File: src/rtl/frame_tx_100m.sv
// Transmit framer/serializer: 32-bit words -> 56-bit {SYNC, CNT, DATA, CRC8} frames, sent MSB first.
// Optional macro FRAME_TX_CRC_INJECT_EN adds crc_err_inject to send a deliberately corrupted CRC byte.
module frame_tx_100m #(
    parameter int unsigned BIT_DIV   = 4,
    parameter logic [7:0]  SYNC_WORD = 8'hAA
) (
    input  logic        clk_sys,
    input  logic        rst,
    input  logic [31:0] data_in,
    input  logic        data_in_valid,
`ifdef FRAME_TX_CRC_INJECT_EN
    input  logic        crc_err_inject,
`endif
    output logic        data_in_ready,
    output logic        bit_out,
    output logic        bit_valid,
    output logic        busy,
    output logic        frame_done
);

    typedef enum logic {ST_IDLE, ST_SHIFT} state_t;

    localparam logic [7:0] DIV_LAST = 8'(BIT_DIV - 1);
    localparam logic [5:0] LAST_BIT = 6'd55;

    // CRC-8, poly 0x07, init 0, MSB first, no reflection, no final XOR
    function automatic logic [7:0] crc8(input logic [47:0] d);
        logic [7:0]  c;
        logic [47:0] s;
        logic        fb;
        c = '0;
        s = d;
        for (int unsigned i = 0; i < 48; i++) begin
            fb = c[7] ^ s[47];
            c  = {c[6:0], 1'b0} ^ (fb ? 8'h07 : 8'h00);
            s  = s << 1;
        end
        return c;
    endfunction

    state_t      state_q, state_d;
    logic [55:0] frame_q, frame_d;
    logic [5:0]  bit_idx_q, bit_idx_d;
    logic [7:0]  div_q, div_d;
    logic [7:0]  cnt_q, cnt_d;
    logic        bit_out_q, bit_out_d;
    logic        bit_valid_q, bit_valid_d;
    logic        frame_done_q, frame_done_d;

    logic [7:0]  crc_mask;
    logic [47:0] header;
    logic [55:0] frame_new;
    logic        last_period;
    logic        accept;

`ifdef FRAME_TX_CRC_INJECT_EN
    assign crc_mask = crc_err_inject ? 8'hFF : 8'h00;
`else
    assign crc_mask = '0;
`endif

    assign header    = {SYNC_WORD, cnt_q, data_in};
    assign frame_new = {header, crc8(header) ^ crc_mask};

    always_comb begin
        state_d       = state_q;
        frame_d       = frame_q;
        bit_idx_d     = bit_idx_q;
        div_d         = div_q;
        cnt_d         = cnt_q;
        bit_out_d     = bit_out_q;
        bit_valid_d   = 1'b0;
        frame_done_d  = 1'b0;

        // Ready reopens in the final cycle of bit 55 so the next frame follows with no gap
        last_period   = (state_q == ST_SHIFT) && (bit_idx_q == LAST_BIT) && (div_q == DIV_LAST);
        data_in_ready = !rst && ((state_q == ST_IDLE) || last_period);
        accept        = data_in_valid && data_in_ready;

        case (state_q)
            ST_IDLE: ;
            ST_SHIFT: begin
                if (div_q != DIV_LAST) begin
                    div_d = div_q + 8'd1;
                end else if (bit_idx_q != LAST_BIT) begin
                    div_d        = '0;
                    bit_idx_d    = bit_idx_q + 6'd1;
                    frame_d      = frame_q << 1;
                    bit_out_d    = frame_q[54];
                    bit_valid_d  = 1'b1;
                    frame_done_d = (bit_idx_q == LAST_BIT - 6'd1);
                end else begin
                    state_d = ST_IDLE;
                end
            end
            default: state_d = ST_IDLE;
        endcase

        if (accept) begin
            state_d     = ST_SHIFT;
            frame_d     = frame_new;
            bit_out_d   = frame_new[55];
            bit_valid_d = 1'b1;
            bit_idx_d   = '0;
            div_d       = '0;
            cnt_d       = cnt_q + 8'd1;
        end
    end

    always_ff @(posedge clk_sys or posedge rst) begin
        if (rst) begin
            state_q      <= ST_IDLE;
            frame_q      <= '0;
            bit_idx_q    <= '0;
            div_q        <= '0;
            cnt_q        <= '0;
            bit_out_q    <= 1'b0;
            bit_valid_q  <= 1'b0;
            frame_done_q <= 1'b0;
        end else begin
            state_q      <= state_d;
            frame_q      <= frame_d;
            bit_idx_q    <= bit_idx_d;
            div_q        <= div_d;
            cnt_q        <= cnt_d;
            bit_out_q    <= bit_out_d;
            bit_valid_q  <= bit_valid_d;
            frame_done_q <= frame_done_d;
        end
    end

    assign bit_out    = bit_out_q;
    assign bit_valid  = bit_valid_q;
    assign frame_done = frame_done_q;
    assign busy       = (state_q == ST_SHIFT);

endmodule

File: config.mk
export PLATFORM = sky130hd
export DESIGN_NAME = frame_tx_100m
export DESIGN_NICKNAME = d
export VERILOG_FILES = /design/src/rtl/frame_tx_100m.sv
export SDC_FILE = /design/constraint.sdc
export NUM_CORES = 1
export LEC_CHECK = 0
export ABC_CLOCK_PERIOD_IN_PS = 4300
export BUFFER_PORTS_ARGS = -buffer_cell sky130_fd_sc_hd__buf_2
export CORE_ASPECT_RATIO = 0.75
export CORE_MARGIN = 2
export CORE_UTILIZATION = 40
export DETAILED_ROUTE_END_ITERATION = 10
export PLACE_DENSITY = 0.59
export SLEW_MARGIN = 0
export SYNTH_ARGS = -nofsm -noshare
export SYNTH_HDL_FRONTEND = slang
export SYNTH_SLANG_ARGS = --single-unit
File: constraint.sdc
create_clock -name clk_sys -period 4.3 [get_ports clk_sys]
set_clock_uncertainty 0.05 [all_clocks]
set_input_delay 0.86 -clock clk_sys [delete_from_list [all_inputs] [get_ports clk_sys]]
set_output_delay 0.86 -clock clk_sys [all_outputs]
set_load 0.02 [all_outputs]
# --- Word level (Yosys, flattened, before mapping) ---
# Index checks and enable logic that the tools add are counted.
word_totals:
  input_bits: 35
  mem_bits_ro: 0
  mem_bits_rw: 0
  latch_bits: 0
  mem_count: 0
  word_cells: 174
  register_bits: 81
op_classes:
  addsub: 3
  n_shift: 0
  n_eq_ne: 6
  reduce_logical: 11
  div: 0
  muxes: 66
  multipliers: 0
  order_cmp: 0
  n_bitwise: 80
ops:
  columns: ["cell", "count"]
  rows:
  - ["$xor A8 B3 Y8", 38]
  - ["$mux W55", 4]
  - ["$mux W3", 40]
  - ["$xor A1 B1 Y1", 38]
  - ["$mux W8", 4]
  - ["$mux W6", 4]
  - ["$add A8 B1 Y8 const B", 2]
  - ["$mux W1", 14]
  - ["$eq A6 B6 Y1 const B", 2]
  - ["$eq A8 B2 Y1 const B", 1]
  - ["$ne A8 B2 Y1 const B", 1]
  - ["$xor A7 B3 Y7", 1]
  - ["$add A6 B1 Y6 const B", 1]
  - ["$ne A6 B6 Y1 const B", 1]
  - ["$not A2 Y6", 1]
  - ["$logic_and A1 B1 Y1", 4]
  - ["$reduce_bool A2 Y1", 2]
  - ["$reduce_and A3 Y1", 1]
  - ["$reduce_bool A3 Y1", 1]
  - ["$ne A2 B2 Y1 const B", 1]
  - ["$reduce_and A2 Y1", 1]
  - ["$logic_not A1 Y1", 1]
  - ["$logic_or A1 B1 Y1", 1]
  - ["$not A1 Y1", 1]
  - ["$xor A1 B1 Y1 const A", 1]

# --- Depth between registers and ports, before layout ---
# Gate-level depths: netlist (run 1).
logic_depth:
  depth_word: 118
  depth_mapped: 10
  ltp_nobuf: 8

# --- Worst setup path after synthesis (run 1) ---
# OpenSTA, ideal clock, no wires.
synth_path:
  path_type: "input port to flip-flop"
  startpoint: "in rst"
  endpoint: "reg frame_q[12]"
  t_required_ns: 4.168
  path_buffers: 2
  slack_ns: 0.296
  t_arrival_ns: 3.872
  path_stages: 5
  cell_sequence: "inv_1 -> nand4_1 -> clkbuf_1 -> clkbuf_1 -> a31oi_1"
synth_via:
  elab_chain_len: 5
  elab_cells_between_ends: 8
synth_rtl:
  columns: ["item", "line", "text"]
  rows:
  - ["start: declaration", "8", "input logic rst,"]
  - ["$logic_not A1 Y1 *", "77", "data_in_ready = !rst && ((state_q == ST_IDLE) || last_period);"]
  - ["$logic_and A1 B1 Y1 *", "77", null]
  - ["$logic_and A1 B1 Y1 *", "78", "accept = data_in_valid && data_in_ready;"]
  - ["$ne A2 B2 Y1 (no line) or $reduce_bool A2 Y1 (tied branches)", null, null]
  - ["$reduce_and A3 Y1 (no line)", null, null]
  - ["end signal: assignment", "122", "frame_q <= frame_d;"]
  - ["end: declaration", "42", "logic [55:0] frame_q, frame_d;"]
# Mark *: on every way between the ends. The rest lies on a longest branch, timed or not.
# A chain may end at the register's enable or synchronous reset.

# --- Worst setup path in the final report (run 1) ---
layout_path:
  startpoint: "reg div_q[0]"
  endpoint: "out data_in_ready"
layout_via:
  elab_chain_len: 4
layout_rtl:
  columns: ["item", "line", "text"]
  rows:
  - ["start: declaration", "44", "logic [7:0] div_q, div_d;"]
  - ["start signal: assignment", "124", "div_q <= div_d;"]
  - ["$eq A8 B2 Y1", "76", "last_period = (state_q == ST_SHIFT) && (bit_idx_q == LAST_BIT) && (div_q == DIV_LAST);"]
  - ["$logic_and A1 B1 Y1", "76", null]
  - ["$logic_or A1 B1 Y1", "77", null]
  - ["$logic_and A1 B1 Y1", "77", null]
  - ["end: declaration", "14", "output logic data_in_ready,"]
# Every way passes these cells.

==> impl_results.html, run 1 <==
<table>
<tr><th>Metric</th><th>Value</th></tr>
<tr><th colspan="2">Die</th></tr>
<tr><td>Initial standard-cell utilization of the core</td><td>0.411</td></tr>
<tr><td>Die X-Extent</td><td>around 130 µm</td></tr>
<tr><td>Boundary Pins</td><td>40</td></tr>
<tr><td>Die area</td><td>12,800 µm²</td></tr>
<tr><td>Core Rows</td><td>34</td></tr>
<tr><td>Die Height</td><td>approximately 99 µm</td></tr>
<tr><td>Core region area</td><td>11,600 µm²</td></tr>
<tr><th colspan="2">Finish</th></tr>
<tr><td>Final core utilization</td><td>0.465</td></tr>
<tr><td>Number of antenna diodes</td><td>0</td></tr>
<tr><td>Finished Cell Area</td><td>between 5000 and 6000 µm²</td></tr>
<tr><td>Layout filler cell count</td><td>around 1,100</td></tr>
<tr><td>Synthesis-to-finish area growth</td><td>13.1%</td></tr>
<tr><td>Fraction of layout instances using a drive strength above 1</td><td>0.138</td></tr>
<tr><td>Finished Layout Cells</td><td>700</td></tr>
<tr><td>Final net count</td><td>roughly 580</td></tr>
<tr><th colspan="2">Power and ir drop</th></tr>
<tr><td>Switching Fraction</td><td>0.347</td></tr>
<tr><td>Portion of total power attributed to combinational logic</td><td>0.387</td></tr>
<tr><td>Int Power</td><td>roughly 2.1 mW</td></tr>
<tr><td>Reported net switching power</td><td>between 1 and 1.5 mW</td></tr>
<tr><td>Proportion of power drawn by the clock network</td><td>0.212</td></tr>
<tr><td>Total Power</td><td>about 3.3 mW</td></tr>
<tr><td>Peak ir drop on the vdd network</td><td>0.267 mV</td></tr>
<tr><td>Share of power burned in registers</td><td>0.401</td></tr>
<tr><td>Power density over the cells</td><td>around 600 nW/µm²</td></tr>
<tr><td>Cell leakage power</td><td>2.55 nW</td></tr>
<tr><th colspan="2">Worst setup path</th></tr>
<tr><td>End of the worst register-to-register path</td><td>frame_q[1]$_DFFE_PP0P_</td></tr>
<tr><td>Maximum cell stage delay along the critical path</td><td>~400 ps</td></tr>
<tr><td>CP cell instances</td><td>ha_1 -&gt; nor4b_1 -&gt; nand2_1 -&gt; nand2_1 -&gt; nand2_1 -&gt; nor2_1 -&gt; buf_2</td></tr>
<tr><td>CP Capture Point</td><td>data_in_ready</td></tr>
<tr><td>Critical path's slowest cell</td><td>sky130_fd_sc_hd__dfrtp_1</td></tr>
<tr><td>Largest delay contributor family on the critical path</td><td>simple AND/OR/NAND/NOR gates</td></tr>
<tr><td>Reg-to-reg critical path startpoint</td><td>cnt_q[5]$_DFFE_PP0P_</td></tr>
<tr><td>Launch point of the critical path</td><td>div_q[0]$_DFFE_PP0P_</td></tr>
<tr><td>Dominant cell type by count on the critical path</td><td>sky130_fd_sc_hd__nand2_1</td></tr>
<tr><td>R2R depth</td><td>8</td></tr>
<tr><td>Total stage count of the critical path</td><td>7</td></tr>
<tr><td>Sort of element at the start of the critical path</td><td>flop</td></tr>
<tr><td>Worst EP required</td><td>between 3000 and 4000 ps</td></tr>
<tr><td>Start-to-end type of the worst setup path</td><td>flop to output pin</td></tr>
<tr><td>Data arrival at the endpoint of the critical path</td><td>about 2200 ps</td></tr>
<tr><td>CP Buf/Inv Count</td><td>1</td></tr>
<tr><td>CP endpoint kind</td><td>output pin</td></tr>
<tr><td>Biggest fanout along the worst timing path</td><td>10</td></tr>
<tr><td>R2R setup slack</td><td>~1400 ps</td></tr>
<tr><th colspan="2">Timing</th></tr>
<tr><td>Final count of negative-setup-slack endpoints</td><td>0</td></tr>
<tr><td>Setup slack after layout</td><td>between 1000 and 1500 ps</td></tr>
<tr><td>Share of the clock period used by the worst path</td><td>0.720</td></tr>
<tr><td>Slew margin rel.</td><td>0.411</td></tr>
<tr><td>Final hold viol count</td><td>0</td></tr>
<tr><td>Hold WS</td><td>around 410 ps</td></tr>
<tr><td>Unrepaired setup endpoints after global routing</td><td>false</td></tr>
<tr><td>Highest clock frequency the design can meet</td><td>approximately 320 MHz</td></tr>
<tr><td>Setup total negative slack</td><td>0 ps</td></tr>
<tr><td>Worst Max-Slew Pin Slew</td><td>between 800 and 900 ps</td></tr>
<tr><td>Final critical path time including I/O delays and setup</td><td>about 3100 ps</td></tr>
<tr><td>Slew Viols, Final</td><td>0</td></tr>
<tr><th colspan="2">Logic synthesis</th></tr>
<tr><td>Mean post-synth cell area</td><td>~9.5 µm²</td></tr>
<tr><td>Sequential cell area fraction in the yosys report</td><td>0.425</td></tr>
<tr><td>Post-synthesis instance total</td><td>504</td></tr>
<tr><td>Post-Syn Nets</td><td>~550</td></tr>
<tr><td>Register bit count reported by yosys</td><td>between 80 and 90</td></tr>
<tr><td>Total of warnings raised by yosys</td><td>0</td></tr>
<tr><td>Unique masters post-synth</td><td>35</td></tr>
<tr><td>Mapped Area</td><td>about 4800 µm²</td></tr>
<tr><th colspan="2">Global routing</th></tr>
<tr><td>Number of antenna violations at the first check in global routing</td><td>0</td></tr>
<tr><td>Number of global-route vias before repair</td><td>3,411</td></tr>
<tr><td>Overflow left after global routing</td><td>0</td></tr>
<tr><td>Total routing resource utilization after global routing</td><td>0.168</td></tr>
<tr><td>Global-route wire length before repair</td><td>approximately 17,000 µm</td></tr>
<tr><td>Maximum number of pins on one net before global-route repair</td><td>about 70</td></tr>
<tr><th colspan="2">Drt</th></tr>
<tr><td>Detailed Route Iter0 Violations</td><td>approximately 140</td></tr>
<tr><td>Number of routed nets with antenna violations</td><td>0</td></tr>
<tr><td>Remaining design rule violation count</td><td>0</td></tr>
<tr><td>Detail-routed via count per cell</td><td>4.96</td></tr>
<tr><td>Vias post-DR</td><td>~3,500</td></tr>
<tr><td>Pre-antenna DRT Iters</td><td>4</td></tr>
<tr><td>Routed length per placed instance</td><td>14.1 µm</td></tr>
<tr><td>Wirelength, routed</td><td>9850 µm</td></tr>
<tr><th colspan="2">Place</th></tr>
<tr><td>Routability cong.</td><td>0.784</td></tr>
<tr><td>Total placed cells including tap cells</td><td>between 600 and 700</td></tr>
<tr><td>Post-detailed-placement cell area</td><td>just over 5000 µm²</td></tr>
<tr><td>Number of buffers inserted by port buffering</td><td>39</td></tr>
<tr><td>Minimum setup slack after placement</td><td>1100 ps</td></tr>
<tr><td>Final HPWL from detailed placement</td><td>6920 µm</td></tr>
<tr><th colspan="2">CTS</th></tr>
<tr><td>Hold bufs inserted after CTS</td><td>0</td></tr>
<tr><td>Clock latency at the later pin of the worst-skew pair</td><td>roughly 340 ps</td></tr>
<tr><td>Post_cts resized</td><td>0</td></tr>
<tr><td>TritonCTS clock tree</td><td>yes</td></tr>
<tr><td>Number of levels in the clock H-tree</td><td>3</td></tr>
<tr><td>CTS buffer count</td><td>9</td></tr>
<tr><td>Total setup buffers inserted after CTS</td><td>0</td></tr>
<tr><td>Clk slew on worst S/H paths</td><td>~60 ps</td></tr>
<tr><td>Clock Sink Count</td><td>roughly 80</td></tr>
<tr><td>Clock Path Buffers</td><td>2</td></tr>
<tr><td>Root Buffer</td><td>sky130_fd_sc_hd__clkbuf_16</td></tr>
<tr><th colspan="2">Outcome</th></tr>
<tr><td>Run status</td><td>finished, final reports clean</td></tr>
<tr><th colspan="2">Run</th></tr>
<tr><td>Max-capacitance violation count</td><td>0</td></tr>
<tr><th colspan="2">Worst hold path</th></tr>
<tr><td>Class of the worst hold path</td><td>input port to asynchronous set/reset pin</td></tr>
</table>
final cells by class:
class | count | area (µm²) | area share
multi-input cells | 391 | 2630 | 0.487
inverters | 4 | 16.3 | 0.00301
well taps | 162 | 203 | 0.0376
flip-flops and latches | 81 | 2030 | 0.376
repair buffers | 46 | 260 | 0.0482
clock inverters | 6 | 35.0 | 0.00649
clock buffers | 10 | 229 | 0.0424
sequential cells by signal (all words and copies together), names as in the netlist:
name / cells
bit_idx_q: 6
bit_out: 1
bit_valid: 1
busy: 1
cnt_q: 8
div_q: 8
frame_done: 1
frame_q: 55
cell usage in the layout, fill, tap and decap left out:
| cell | count |
|---|---|
| sky130_fd_sc_hd__clkinv_2 | 5 |
| sky130_fd_sc_hd__o21ai_1 | 2 |
| sky130_fd_sc_hd__buf_2 | 39 |
| sky130_fd_sc_hd__clkbuf_1 | 1 |
| sky130_fd_sc_hd__ha_1 | 8 |
| sky130_fd_sc_hd__xor2_1 | 19 |
| sky130_fd_sc_hd__a22oi_1 | 1 |
| sky130_fd_sc_hd__nand4_1 | 8 |
| sky130_fd_sc_hd__dfrtp_1 | 81 |
| sky130_fd_sc_hd__inv_1 | 3 |
| sky130_fd_sc_hd__buf_12 | 1 |
| sky130_fd_sc_hd__a22o_1 | 1 |
| sky130_fd_sc_hd__or2_2 | 1 |
| sky130_fd_sc_hd__mux2i_1 | 1 |
| sky130_fd_sc_hd__nor2_4 | 1 |
| sky130_fd_sc_hd__a21oi_1 | 10 |
| sky130_fd_sc_hd__xnor3_1 | 16 |
| sky130_fd_sc_hd__a31oi_1 | 42 |
| sky130_fd_sc_hd__buf_4 | 6 |
| sky130_fd_sc_hd__nor2_1 | 52 |
| sky130_fd_sc_hd__o31ai_1 | 1 |
| sky130_fd_sc_hd__nand2_1 | 129 |
| sky130_fd_sc_hd__and2_1 | 1 |
| sky130_fd_sc_hd__nor3_1 | 1 |
| sky130_fd_sc_hd__xor3_1 | 1 |
| sky130_fd_sc_hd__clkbuf_16 | 9 |
| sky130_fd_sc_hd__xnor2_1 | 54 |
| sky130_fd_sc_hd__clkinvlp_4 | 2 |
| sky130_fd_sc_hd__o41ai_1 | 1 |
| sky130_fd_sc_hd__o21ai_0 | 11 |
| sky130_fd_sc_hd__xnor2_4 | 1 |
| sky130_fd_sc_hd__nor3b_2 | 1 |
| sky130_fd_sc_hd__and4_1 | 1 |
| sky130_fd_sc_hd__and3_1 | 7 |
| sky130_fd_sc_hd__nand3_1 | 10 |
| sky130_fd_sc_hd__xnor2_2 | 3 |
| sky130_fd_sc_hd__nor2b_1 | 1 |
| sky130_fd_sc_hd__nor4b_1 | 1 |
| sky130_fd_sc_hd__xnor3_2 | 5 |
power groups by stage:
stage          sequential (mW)  combinational (mW)  clock, mW
2_1_floorplan             1.28                1.06          0
3_3_place_gp              1.31                1.24          0
3_5_place_dp              1.32                1.27          0
4_1_cts                   1.31                1.28      0.717
5_1_grt                   1.36                1.43      0.755
6_report                  1.31                1.26      0.692
worst min-delay path by stage:
stage / to / start / slack [ps] / depth (start not counted)
after floorplan: div_q[7]$_DFFE_PP0P_ / div_q[7]$_DFFE_PP0P_ / 400 / 1
after global placement: frame_q[51]$_DFFE_PP0P_ / frame_q[50]$_DFFE_PP0P_ / 420 / 2
after detailed placement: frame_q[51]$_DFFE_PP0P_ / frame_q[50]$_DFFE_PP0P_ / 430 / 2
after CTS: bit_idx_q[2]$_DFFE_PP0P_ / rst / 410 / 2
after global routing: bit_idx_q[5]$_DFFE_PP0P_ / rst / 430 / 2
final: bit_idx_q[5]$_DFFE_PP0P_ / rst / 410 / 2
layer usage:
layer  part of all wire  GRT usage  wire, µm  up-vias
met3              0.036     0.0440       353       10
met5                  0          0         0        -
met2               0.44      0.259      4300       53
met1               0.52      0.236      5090     1673
met4              0.011     0.0447       104        0
li1                   -          -         -     1738
Yosys cell counts (all sizes together):
cell type / instances / area (µm²)
a22oi: 1 / 7.51
or2: 1 / 6.26
nor3: 1 / 5.00
a22o: 1 / 8.76
xor2: 19 / 166
nor2: 53 / 199
and2: 1 / 6.26
nor3b: 1 / 7.51
and4: 1 / 8.76
o31ai: 1 / 7.51
nor4b: 1 / 8.76
xnor2: 58 / 549
o41ai: 1 / 8.76
a21oi: 10 / 50.1
and3: 7 / 43.8
dfrtp: 81 / 2030
o21ai: 13 / 65.1
xor3: 1 / 23.8
mux2i: 1 / 10.0
nand3: 10 / 50.1
a31oi: 42 / 263
xnor3: 21 / 479
nand2: 129 / 484
buf: 3 / 23.8
clkbuf: 25 / 93.8
ha: 8 / 100
inv: 4 / 15.0
nand4: 8 / 50.1
nor2b: 1 / 6.26
cells by family (layout without fill, tap and decap cells):
family                     Yosys count  after routing  synth area share
DFF                                 81             81             0.425
and+or+nand+nor                    214            214             0.183
xor gates and xnor gates            99             99             0.255
muxes                                1              1           0.00210
AOI/OAI and AO/OA                   69             69            0.0860
adders and majority gates            8              8            0.0210
buffers and inverters               32             66            0.0278
Power figures use the tool's default switching activity.
==> run 2: changes to the inputs <==
ABC_AREA = 1   (was not set)
ABC_CLOCK_PERIOD_IN_PS = 2700   (was 4300)
PLACE_DENSITY = 0.61   (was 0.59)
clock period = 2.7 ns   (was 4.3 ns; I/O delays follow)
==> impl_results.html, run 2 <==
<table>
<tr><th>Metric</th><th>Value</th></tr>
<tr><th colspan="2">Die</th></tr>
<tr><td>Core Rows</td><td>37 (+8.8%)</td></tr>
<tr><td>Boundary Pins</td><td>40 (unchanged)</td></tr>
<tr><td>Die area</td><td>15,200 µm² (+18%)</td></tr>
<tr><td>Die X-Extent</td><td>141 µm (+8.7%)</td></tr>
<tr><td>Core region area</td><td>13,800 µm² (+19%)</td></tr>
<tr><td>Initial standard-cell utilization of the core</td><td>0.411 (about the same)</td></tr>
<tr><td>Die Height</td><td>107 µm (+8.6%)</td></tr>
<tr><th colspan="2">CTS</th></tr>
<tr><td>Clock latency at the later pin of the worst-skew pair</td><td>340 ps (about the same)</td></tr>
<tr><td>Number of levels in the clock H-tree</td><td>3 (unchanged)</td></tr>
<tr><td>Clk slew on worst S/H paths</td><td>60 ps (about the same)</td></tr>
<tr><td>TritonCTS clock tree</td><td>yes</td></tr>
<tr><td>Clock Path Buffers</td><td>2 (unchanged)</td></tr>
<tr><td>Root Buffer</td><td>sky130_fd_sc_hd__clkbuf_16</td></tr>
<tr><td>Hold bufs inserted after CTS</td><td>0 (unchanged)</td></tr>
<tr><td>CTS buffer count</td><td>9 (unchanged)</td></tr>
<tr><td>Clock Sink Count</td><td>81 (unchanged)</td></tr>
<tr><th colspan="2">Power and ir drop</th></tr>
<tr><td>Share of power burned in registers</td><td>0.309 (-0.092)</td></tr>
<tr><td>Power density over the cells</td><td>555 nW/µm² (-8.2%)</td></tr>
<tr><td>Proportion of power drawn by the clock network</td><td>0.318 (+0.106)</td></tr>
<tr><td>Portion of total power attributed to combinational logic</td><td>0.373 (-0.014)</td></tr>
<tr><td>Reported net switching power</td><td>1.48 mW (+31%)</td></tr>
<tr><td>Switching Fraction</td><td>0.363 (+0.0153)</td></tr>
<tr><td>Int Power</td><td>2.61 mW (+22%)</td></tr>
<tr><td>Peak ir drop on the vdd network</td><td>0.288 mV (+8.1%)</td></tr>
<tr><td>Total Power</td><td>4.09 mW (+25%)</td></tr>
<tr><td>Cell leakage power</td><td>3.92 nW (+54%)</td></tr>
<tr><th colspan="2">Logic synthesis</th></tr>
<tr><td>Top cells by instance count after synthesis</td><td>sky130_fd_sc_hd__nand2_1 (306), sky130_fd_sc_hd__inv_1 (123), sky130_fd_sc_hd__o21ai_0 (122)</td></tr>
<tr><td>Register bit count reported by yosys</td><td>81 (unchanged)</td></tr>
<tr><td>Post-synth top flop</td><td>sky130_fd_sc_hd__dfrtp_1</td></tr>
<tr><td>Total of warnings raised by yosys</td><td>0 (unchanged)</td></tr>
<tr><td>Most common cell in the synthesized netlist</td><td>sky130_fd_sc_hd__nand2_1</td></tr>
<tr><td>Sequential cell area fraction in the yosys report</td><td>0.357 (-0.0671)</td></tr>
<tr><td>Unique masters post-synth</td><td>29 (-17%)</td></tr>
<tr><td>Library cell occupying the most area in the post-synthesis netlist</td><td>sky130_fd_sc_hd__dfrtp_1</td></tr>
<tr><td>Cell types occupying the most area after synthesis</td><td>sky130_fd_sc_hd__dfrtp_1 (36%), sky130_fd_sc_hd__nand2_1 (20%), sky130_fd_sc_hd__o21ai_0 (11%)</td></tr>
<tr><td>Mapped Area</td><td>5670 µm² (+19%)</td></tr>
<tr><td>Post-Syn Nets</td><td>915 (+67%)</td></tr>
<tr><td>Mean post-synth cell area</td><td>6.50 µm² (-31%)</td></tr>
<tr><td>Post-synthesis instance total</td><td>872 (+73%)</td></tr>
<tr><td>Post-synth EDFFs</td><td>0 (unchanged)</td></tr>
<tr><td>Proportion of synthesized flip-flops having asynchronous set or reset</td><td>1.00 (unchanged)</td></tr>
<tr><td>Proportion of netlist area held by the largest area contributor</td><td>0.357 (-0.0671)</td></tr>
<tr><th colspan="2">Drt</th></tr>
<tr><td>Detailed Route Iter0 Violations</td><td>269 (+99%)</td></tr>
<tr><td>Remaining design rule violation count</td><td>0 (unchanged)</td></tr>
<tr><td>Number of routed nets with antenna violations</td><td>0 (unchanged)</td></tr>
<tr><td>Vias post-DR</td><td>5,492 (+58%)</td></tr>
<tr><td>Wirelength, routed</td><td>14,400 µm (+46%)</td></tr>
<tr><td>Detail-routed via count per cell</td><td>4.87 (-1.8%)</td></tr>
<tr><td>Pre-antenna DRT Iters</td><td>4 (unchanged)</td></tr>
<tr><td>Routed length per placed instance</td><td>12.7 µm (-9.4%)</td></tr>
<tr><th colspan="2">Finish</th></tr>
<tr><td>Register with the highest flop count</td><td>frame_q</td></tr>
<tr><td>Area occupied by multi-input gates</td><td>3700 µm² (+41%)</td></tr>
<tr><td>Final net count</td><td>990 (+72%)</td></tr>
<tr><td>Reg area</td><td>2030 µm² (+0.19%)</td></tr>
<tr><td>Most frequent standard cell in the layout excluding fill and tap cells</td><td>sky130_fd_sc_hd__nand2_1</td></tr>
<tr><td>Flip-flop count of the largest register, all copies and words added</td><td>55 (unchanged)</td></tr>
<tr><td>Finished Layout Cells</td><td>1,127 (+61%)</td></tr>
<tr><td>Number of antenna diodes</td><td>0 (unchanged)</td></tr>
<tr><td>Commonest non-fill, non-tap cells in the layout</td><td>sky130_fd_sc_hd__nand2_1 (220), sky130_fd_sc_hd__o21ai_0 (122), sky130_fd_sc_hd__inv_1 (106), sky130_fd_sc_hd__nand2_2 (101), sky130_fd_sc_hd__dfrtp_1 (78)</td></tr>
<tr><td>Finished Cell Area</td><td>7360 µm² (+36%)</td></tr>
<tr><td>Fraction of layout instances using a drive strength above 1</td><td>0.326 (+0.188)</td></tr>
<tr><td>Synthesis-to-finish area growth</td><td>29.9%</td></tr>
<tr><td>Biggest regs</td><td>frame_q: 55 flops, cnt_q: 8 flops, div_q: 8 flops</td></tr>
<tr><td>Layout filler cell count</td><td>1,315 (+16%)</td></tr>
<tr><td>Final core utilization</td><td>0.534 (+0.0690)</td></tr>
<tr><th colspan="2">Timing</th></tr>
<tr><td>Unrepaired setup endpoints after global routing</td><td>true</td></tr>
<tr><td>Highest clock frequency the design can meet</td><td>roughly 340 MHz</td></tr>
<tr><td>Slew margin rel.</td><td>0.640 (+0.229)</td></tr>
<tr><td>Slew Viols, Final</td><td>0 (unchanged)</td></tr>
<tr><td>Setup total negative slack</td><td>-1980 ps (-1980 ps)</td></tr>
<tr><td>Worst Max-Slew Pin Slew</td><td>539 ps (-342 ps)</td></tr>
<tr><td>Final count of negative-setup-slack endpoints</td><td>8 (+8)</td></tr>
<tr><td>Final critical path time including I/O delays and setup</td><td>2980 ps</td></tr>
<tr><td>Final hold viol count</td><td>0 (unchanged)</td></tr>
<tr><td>Hold WS</td><td>190 ps (-224 ps)</td></tr>
<tr><td>Share of the clock period used by the worst path</td><td>1.10</td></tr>
<tr><td>Setup slack after layout</td><td>-279 ps (-1480 ps)</td></tr>
<tr><th colspan="2">Worst setup path</th></tr>
<tr><td>Sort of element at the start of the critical path</td><td>flop</td></tr>
<tr><td>CP endpoint kind</td><td>flop</td></tr>
<tr><td>Worst EP required</td><td>2880 ps (-510 ps)</td></tr>
<tr><td>Start-to-end type of the worst setup path</td><td>flop to flop</td></tr>
<tr><td>Data arrival at the endpoint of the critical path</td><td>3160 ps (+970 ps)</td></tr>
<tr><td>Biggest fanout along the worst timing path</td><td>4 (-6)</td></tr>
<tr><th colspan="2">Outcome</th></tr>
<tr><td>Run status</td><td>complete, but fails checks</td></tr>
<tr><td>Violations in the final reports</td><td>setup timing</td></tr>
<tr><th colspan="2">Worst hold path</th></tr>
<tr><td>Class of the worst hold path</td><td>input port to asynchronous set/reset pin</td></tr>
<tr><th colspan="2">Global routing</th></tr>
<tr><td>Number of global-route vias before repair</td><td>5,101 (+50%)</td></tr>
<tr><td>Global-route wire length before repair</td><td>24,400 µm (+43%)</td></tr>
<tr><td>Maximum number of pins on one net before global-route repair</td><td>78 (+13%)</td></tr>
<tr><td>Total routing resource utilization after global routing</td><td>0.199 (+0.0305)</td></tr>
<tr><td>Number of antenna violations at the first check in global routing</td><td>0 (unchanged)</td></tr>
<tr><td>Overflow left after global routing</td><td>0 (unchanged)</td></tr>
<tr><th colspan="2">Place</th></tr>
<tr><td>Final HPWL from detailed placement</td><td>10,500 µm (+52%)</td></tr>
<tr><td>Minimum setup slack after placement</td><td>-382 ps (-1480 ps)</td></tr>
<tr><td>Routability cong.</td><td>0.836 (+6.5%)</td></tr>
<tr><td>Number of buffers inserted by port buffering</td><td>39 (unchanged)</td></tr>
<tr><td>Post-detailed-placement cell area</td><td>6330 µm² (+23%)</td></tr>
<tr><td>Total placed cells including tap cells</td><td>1,103 (+61%)</td></tr>
<tr><th colspan="2">Run</th></tr>
<tr><td>Max-capacitance violation count</td><td>0 (unchanged)</td></tr>
</table>
run 2: cell count changes after synthesis, sizes merged, moves of 7 or more:
cell / change
xnor2: -55
nand3: +68
o21ai: +110
nor2: -31
and3: -7
xnor3: -21
inv: +130
nand2: +226
a31oi: -42
xor2: -7
run 2: critical path, stage by stage, from the launching register on:
cell	delay (ps)
sky130_fd_sc_hd__dfrtp_2	450
sky130_fd_sc_hd__ha_4	290
sky130_fd_sc_hd__inv_2	30
sky130_fd_sc_hd__nand2_2	50
sky130_fd_sc_hd__nand3b_1	150
sky130_fd_sc_hd__nand2_2	130
sky130_fd_sc_hd__nand2_2	70
sky130_fd_sc_hd__nand2_4	90
sky130_fd_sc_hd__inv_2	40
sky130_fd_sc_hd__nand2_2	80
sky130_fd_sc_hd__nand2_2	90
sky130_fd_sc_hd__nand2_2	100
sky130_fd_sc_hd__nand2_2	90
sky130_fd_sc_hd__nor2_2	140
sky130_fd_sc_hd__nor2_4	70
sky130_fd_sc_hd__nand2_2	90
sky130_fd_sc_hd__nand2_2	80
sky130_fd_sc_hd__nand2_4	90
sky130_fd_sc_hd__nand3b_1	180
sky130_fd_sc_hd__nand2_2	130
sky130_fd_sc_hd__nand2_1	50
sky130_fd_sc_hd__nand2_1	80
sky130_fd_sc_hd__nand2_1	50
sky130_fd_sc_hd__nand2_1	70
sky130_fd_sc_hd__nand2_1	50
sky130_fd_sc_hd__nand2_1	50
sky130_fd_sc_hd__nand2_1	40
run 2: kinds of logic (layout without fill, tap and decap cells):
kind of cell	after synthesis	in the layout	share of synthesized area
AOI/OAI and AO/OA	141	141	0.130
adders and majority gates	8	8	0.0177
DFF	81	81	0.357
buffers and inverters	157	237	0.109
xor gates and xnor gates	15	15	0.0232
and+or+nand+nor	470	470	0.363
run 2: repair_timing:
item / in CTS / in global routing
endpoints found under the setup margin: 8 / 12
pin swaps: 57 / 55
gates resized for setup: 126 / 54
buffers inserted: 5 / 3
run 2: routing by layer:
layer,global-route usage,vias up,share of wire,wire [µm]
li1,-,2891,-,-
met1,0.291,2510,0.51,7290
met2,0.309,82,0.45,6470
met3,0.0384,9,0.036,523
met4,0.0321,0,0.0047,68
met5,0,-,0,0
run 2: worst paths after layout:
kind	cells past startpoint	slack (ps)	end	start
max	26	-280	frame_q[3]$_DFFE_PP0P_	cnt_q[4]$_DFFE_PP0P_
min	2	190	busy$_DFF_PP0_	rst
max reg2reg	26	-280	frame_q[3]$_DFFE_PP0P_	cnt_q[4]$_DFFE_PP0P_
min reg2reg	1	430	bit_idx_q[5]$_DFFE_PP0P_	bit_idx_q[5]$_DFFE_PP0P_
max in group asynchronous	3	1740	cnt_q[3]$_DFFE_PP0P_	rst
min in group clk_sys	1	430	bit_idx_q[5]$_DFFE_PP0P_	bit_idx_q[5]$_DFFE_PP0P_
run 2: power groups by stage:
| stage | Combinational [mW] | Clock [mW] | Sequential (mW) |
|---|---|---|---|
| floorplan | 0.870 | 0 | 1.28 |
| global placement | 1.16 | 0 | 1.28 |
| detailed placement | 1.16 | 0 | 1.28 |
| CTS | 1.39 | 1.33 | 1.26 |
| global route | 1.70 | 1.38 | 1.27 |
| finish | 1.53 | 1.30 | 1.26 |
run 2: area by class of cell:
type	count	share of cell area
clock buffers	9	0.0306
repair buffers	86	0.0794
clock inverters	7	0.0127
well taps	175	0.0297
inverters	135	0.0690
flip-flops and latches	81	0.276
multi-input cells	634	0.503
==> run 3: changes to the inputs <==
CORE_UTILIZATION = 30   (was 40)
PLACE_DENSITY = 0.49   (was 0.61)
==> impl_results.html, run 3 (synthesis gave the netlist of run 2 again) <==
<table>
<tr><th>Metric</th><th>Value</th></tr>
<tr><th colspan="2">Timing</th></tr>
<tr><td>Setup slack after layout</td><td>-373 ps (-93.6 ps)</td></tr>
<tr><td>Slew margin rel.</td><td>0.701 (+0.0614)</td></tr>
<tr><td>Slew Viols, Final</td><td>0 (unchanged)</td></tr>
<tr><td>Setup total negative slack</td><td>-2450 ps (-466 ps)</td></tr>
<tr><td>Unrepaired setup endpoints after global routing</td><td>true</td></tr>
<tr><td>Final critical path time including I/O delays and setup</td><td>3070 ps (+93.6 ps)</td></tr>
<tr><td>Final count of negative-setup-slack endpoints</td><td>8 (unchanged)</td></tr>
<tr><td>Final hold viol count</td><td>0 (unchanged)</td></tr>
<tr><td>Highest clock frequency the design can meet</td><td>325 MHz (-3.0%)</td></tr>
<tr><td>Worst Max-Slew Pin Slew</td><td>448 ps (-91.5 ps)</td></tr>
<tr><td>Share of the clock period used by the worst path</td><td>1.14 (+0.0347)</td></tr>
<tr><th colspan="2">Worst setup path</th></tr>
<tr><td>Maximum cell stage delay along the critical path</td><td>460 ps (about the same)</td></tr>
<tr><td>Largest delay contributor family on the critical path</td><td>simple AND/OR/NAND/NOR gates</td></tr>
<tr><td>R2R depth</td><td>27 (+3.8%)</td></tr>
<tr><td>Worst EP required</td><td>2890 ps (about the same)</td></tr>
<tr><td>Biggest fanout along the worst timing path</td><td>4 (unchanged)</td></tr>
<tr><td>Critical path's slowest cell</td><td>sky130_fd_sc_hd__dfrtp_2</td></tr>
<tr><td>CP Buf/Inv Count</td><td>5 (+3)</td></tr>
<tr><td>Data arrival at the endpoint of the critical path</td><td>3260 ps (+100 ps)</td></tr>
<tr><td>R2R setup slack</td><td>-370 ps (-90 ps)</td></tr>
<tr><td>CP endpoint kind</td><td>flop</td></tr>
<tr><td>Start-to-end type of the worst setup path</td><td>flop to flop</td></tr>
<tr><td>Reg-to-reg critical path startpoint</td><td>cnt_q[4]$_DFFE_PP0P_</td></tr>
<tr><td>End of the worst register-to-register path</td><td>frame_q[3]$_DFFE_PP0P_</td></tr>
<tr><td>Dominant cell type by count on the critical path</td><td>sky130_fd_sc_hd__nand2_4</td></tr>
<tr><td>Sort of element at the start of the critical path</td><td>flop</td></tr>
<tr><th colspan="2">Power and ir drop</th></tr>
<tr><td>Peak ir drop on the vdd network</td><td>0.262 mV (-9.1%)</td></tr>
<tr><td>Cell leakage power</td><td>4.00 nW (+1.9%)</td></tr>
<tr><td>Total Power</td><td>4.14 mW (+1.4%)</td></tr>
<tr><td>Power density over the cells</td><td>545 nW/µm² (-1.8%)</td></tr>
<tr><th colspan="2">Place</th></tr>
<tr><td>Post-detailed-placement cell area</td><td>6430 µm² (+1.5%)</td></tr>
<tr><td>Final HPWL from detailed placement</td><td>11,100 µm (+5.4%)</td></tr>
<tr><td>Number of buffers inserted by port buffering</td><td>39 (unchanged)</td></tr>
<tr><td>Routability cong.</td><td>0.827 (-1.0%)</td></tr>
<tr><th colspan="2">Die</th></tr>
<tr><td>Core Rows</td><td>43 (+16%)</td></tr>
<tr><td>Die X-Extent</td><td>163 µm (+15%)</td></tr>
<tr><td>Die area</td><td>20,000 µm² (+32%)</td></tr>
<tr><td>Core region area</td><td>18,500 µm² (+34%)</td></tr>
<tr><td>Boundary Pins</td><td>40 (unchanged)</td></tr>
<tr><td>Initial standard-cell utilization of the core</td><td>0.306 (-0.105)</td></tr>
<tr><td>Die Height</td><td>123 µm (+15%)</td></tr>
<tr><th colspan="2">Drt</th></tr>
<tr><td>Vias post-DR</td><td>5,549 (+1.0%)</td></tr>
<tr><td>Number of routed nets with antenna violations</td><td>0 (unchanged)</td></tr>
<tr><td>Detail-routed via count per cell</td><td>4.63 (-5.0%)</td></tr>
<tr><td>Routed length per placed instance</td><td>12.9 µm (+1.4%)</td></tr>
<tr><td>Detailed Route Iter0 Violations</td><td>257 (-4.5%)</td></tr>
<tr><td>Remaining design rule violation count</td><td>0 (unchanged)</td></tr>
<tr><td>Pre-antenna DRT Iters</td><td>5 (+1)</td></tr>
<tr><td>Wirelength, routed</td><td>15,500 µm (+7.9%)</td></tr>
<tr><th colspan="2">Finish</th></tr>
<tr><td>Number of antenna diodes</td><td>0 (unchanged)</td></tr>
<tr><td>Most frequent standard cell in the layout excluding fill and tap cells</td><td>sky130_fd_sc_hd__nand2_1</td></tr>
<tr><td>Synthesis-to-finish area growth</td><td>34.1%</td></tr>
<tr><td>Commonest non-fill, non-tap cells in the layout</td><td>sky130_fd_sc_hd__nand2_1 (201), sky130_fd_sc_hd__o21ai_0 (122), sky130_fd_sc_hd__inv_1 (108), sky130_fd_sc_hd__nand2_2 (103), sky130_fd_sc_hd__dfrtp_1 (78)</td></tr>
<tr><td>Flip-flop count of the largest register, all copies and words added</td><td>55 (unchanged)</td></tr>
<tr><td>Register with the highest flop count</td><td>frame_q</td></tr>
<tr><td>Final net count</td><td>990 (unchanged)</td></tr>
<tr><td>Fraction of layout instances using a drive strength above 1</td><td>0.345 (+0.0189)</td></tr>
<tr><td>Biggest regs</td><td>frame_q: 55 flops, cnt_q: 8 flops, div_q: 8 flops</td></tr>
<tr><td>Finished Cell Area</td><td>7610 µm² (+3.3%)</td></tr>
<tr><th colspan="2">Worst hold path</th></tr>
<tr><td>Class of the worst hold path</td><td>input port to asynchronous set/reset pin</td></tr>
<tr><th colspan="2">Global routing</th></tr>
<tr><td>Number of antenna violations at the first check in global routing</td><td>0 (unchanged)</td></tr>
<tr><td>Number of global-route vias before repair</td><td>5,119 (+0.35%)</td></tr>
<tr><td>Maximum number of pins on one net before global-route repair</td><td>56 (-28%)</td></tr>
<tr><td>Global-route wire length before repair</td><td>25,500 µm (+4.7%)</td></tr>
<tr><td>Overflow left after global routing</td><td>0 (unchanged)</td></tr>
<tr><td>Total routing resource utilization after global routing</td><td>0.160 (-0.0390)</td></tr>
<tr><th colspan="2">CTS</th></tr>
<tr><td>Clock latency at the later pin of the worst-skew pair</td><td>340 ps (about the same)</td></tr>
<tr><td>Hold bufs inserted after CTS</td><td>0 (unchanged)</td></tr>
<tr><td>Number of levels in the clock H-tree</td><td>3 (unchanged)</td></tr>
<tr><td>CTS buffer count</td><td>9 (unchanged)</td></tr>
<tr><td>TritonCTS clock tree</td><td>yes</td></tr>
<tr><td>Clock Path Buffers</td><td>2 (unchanged)</td></tr>
<tr><td>Root Buffer</td><td>sky130_fd_sc_hd__clkbuf_16</td></tr>
<tr><td>Clock Sink Count</td><td>81 (unchanged)</td></tr>
<tr><td>Clk slew on worst S/H paths</td><td>70 ps (about the same)</td></tr>
<tr><th colspan="2">Outcome</th></tr>
<tr><td>Run status</td><td>complete, but fails checks</td></tr>
<tr><td>Violations in the final reports</td><td>setup timing</td></tr>
<tr><th colspan="2">Run</th></tr>
<tr><td>Max-capacitance violation count</td><td>0 (unchanged)</td></tr>
</table>
-- run 3: changes by cell type in the layout (fill, tap and decap cells not counted), sizes merged --
| cell | previous run | this run |
|---|---|---|
| bufinv | 2 | 1 |
| clkinvlp | 2 | 1 |
| inv | 134 | 135 |
| clkinv | 4 | 5 |
-- run 3: metrics by stage --
stage | hold WS [ps] | cells | worst slack, ps | utilization
after global routing | 223 | 1199 | -546 | 0.411
after detailed placement | 407 | 1172 | -482 | 0.347
after floorplan | 383 | 872 | 1.42 | -
after global placement | 410 | 1172 | -476 | 0.347
after CTS | 203 | 1192 | -287 | 0.384
final | 190 | 1199 | -373 | 0.411
-- run 3: worst max path at each step --
| stage | end | from | slack [ps] | cells after the start |
|---|---|---|---|---|
| finish | frame_q[3]$_DFFE_PP0P_ | cnt_q[4]$_DFFE_PP0P_ | -370 | 27 |
| global route | frame_q[3]$_DFFE_PP0P_ | cnt_q[4]$_DFFE_PP0P_ | -550 | 25 |
| CTS | frame_q[3]$_DFFE_PP0P_ | cnt_q[4]$_DFFE_PP0P_ | -290 | 26 |
| detailed placement | frame_q[1]$_DFFE_PP0P_ | cnt_q[3]$_DFFE_PP0P_ | -480 | 29 |
| global placement | frame_q[3]$_DFFE_PP0P_ | cnt_q[3]$_DFFE_PP0P_ | -480 | 25 |
| floorplan | frame_q[3]$_DFFE_PP0P_ | cnt_q[3]$_DFFE_PP0P_ | 1 | 27 |
-- run 3: tightest hold or removal path: cells and delay by family --
family,cells,cell delay (ps)
buffers and inverters,3,410
-- run 3: layout make-up --
type,instances,area (µm²)
Clock buffer,9,225
Clock inverter,7,77.6
Fill cell,1960,10900
Inverter,135,515
Multi-Input combinational cell,634,3840
Sequential cell,81,2030
Tap cell,247,309
Timing Repair Buffer,86,609
-- run 3: metal layers --
metal  up-vias  wire [µm]  global-route usage
met5         -          0                   0
met4         0         99              0.0293
met3         8        629              0.0288
met2        75       6600               0.240
met1      2572       8150               0.239
li1       2894          -                   -
-- run 3: timing repair --
item | in CTS | in global routing
setup buffers | 4 | 7
endpoints found under the setup margin | 8 | 8
gates resized for setup | 95 | 123
pin swaps | 47 | 73
hold endpoints to repair | 0 | 0
-- run 3: where the power goes --
part,total [mW],leakage [nW],switching [mW],internal (mW)
sequential,1.26,0.889,0.0125,1.25
combinational,1.62,2.96,1.04,0.581
clock,1.26,0.146,0.533,0.725
total,4.14,4.00,1.59,2.56
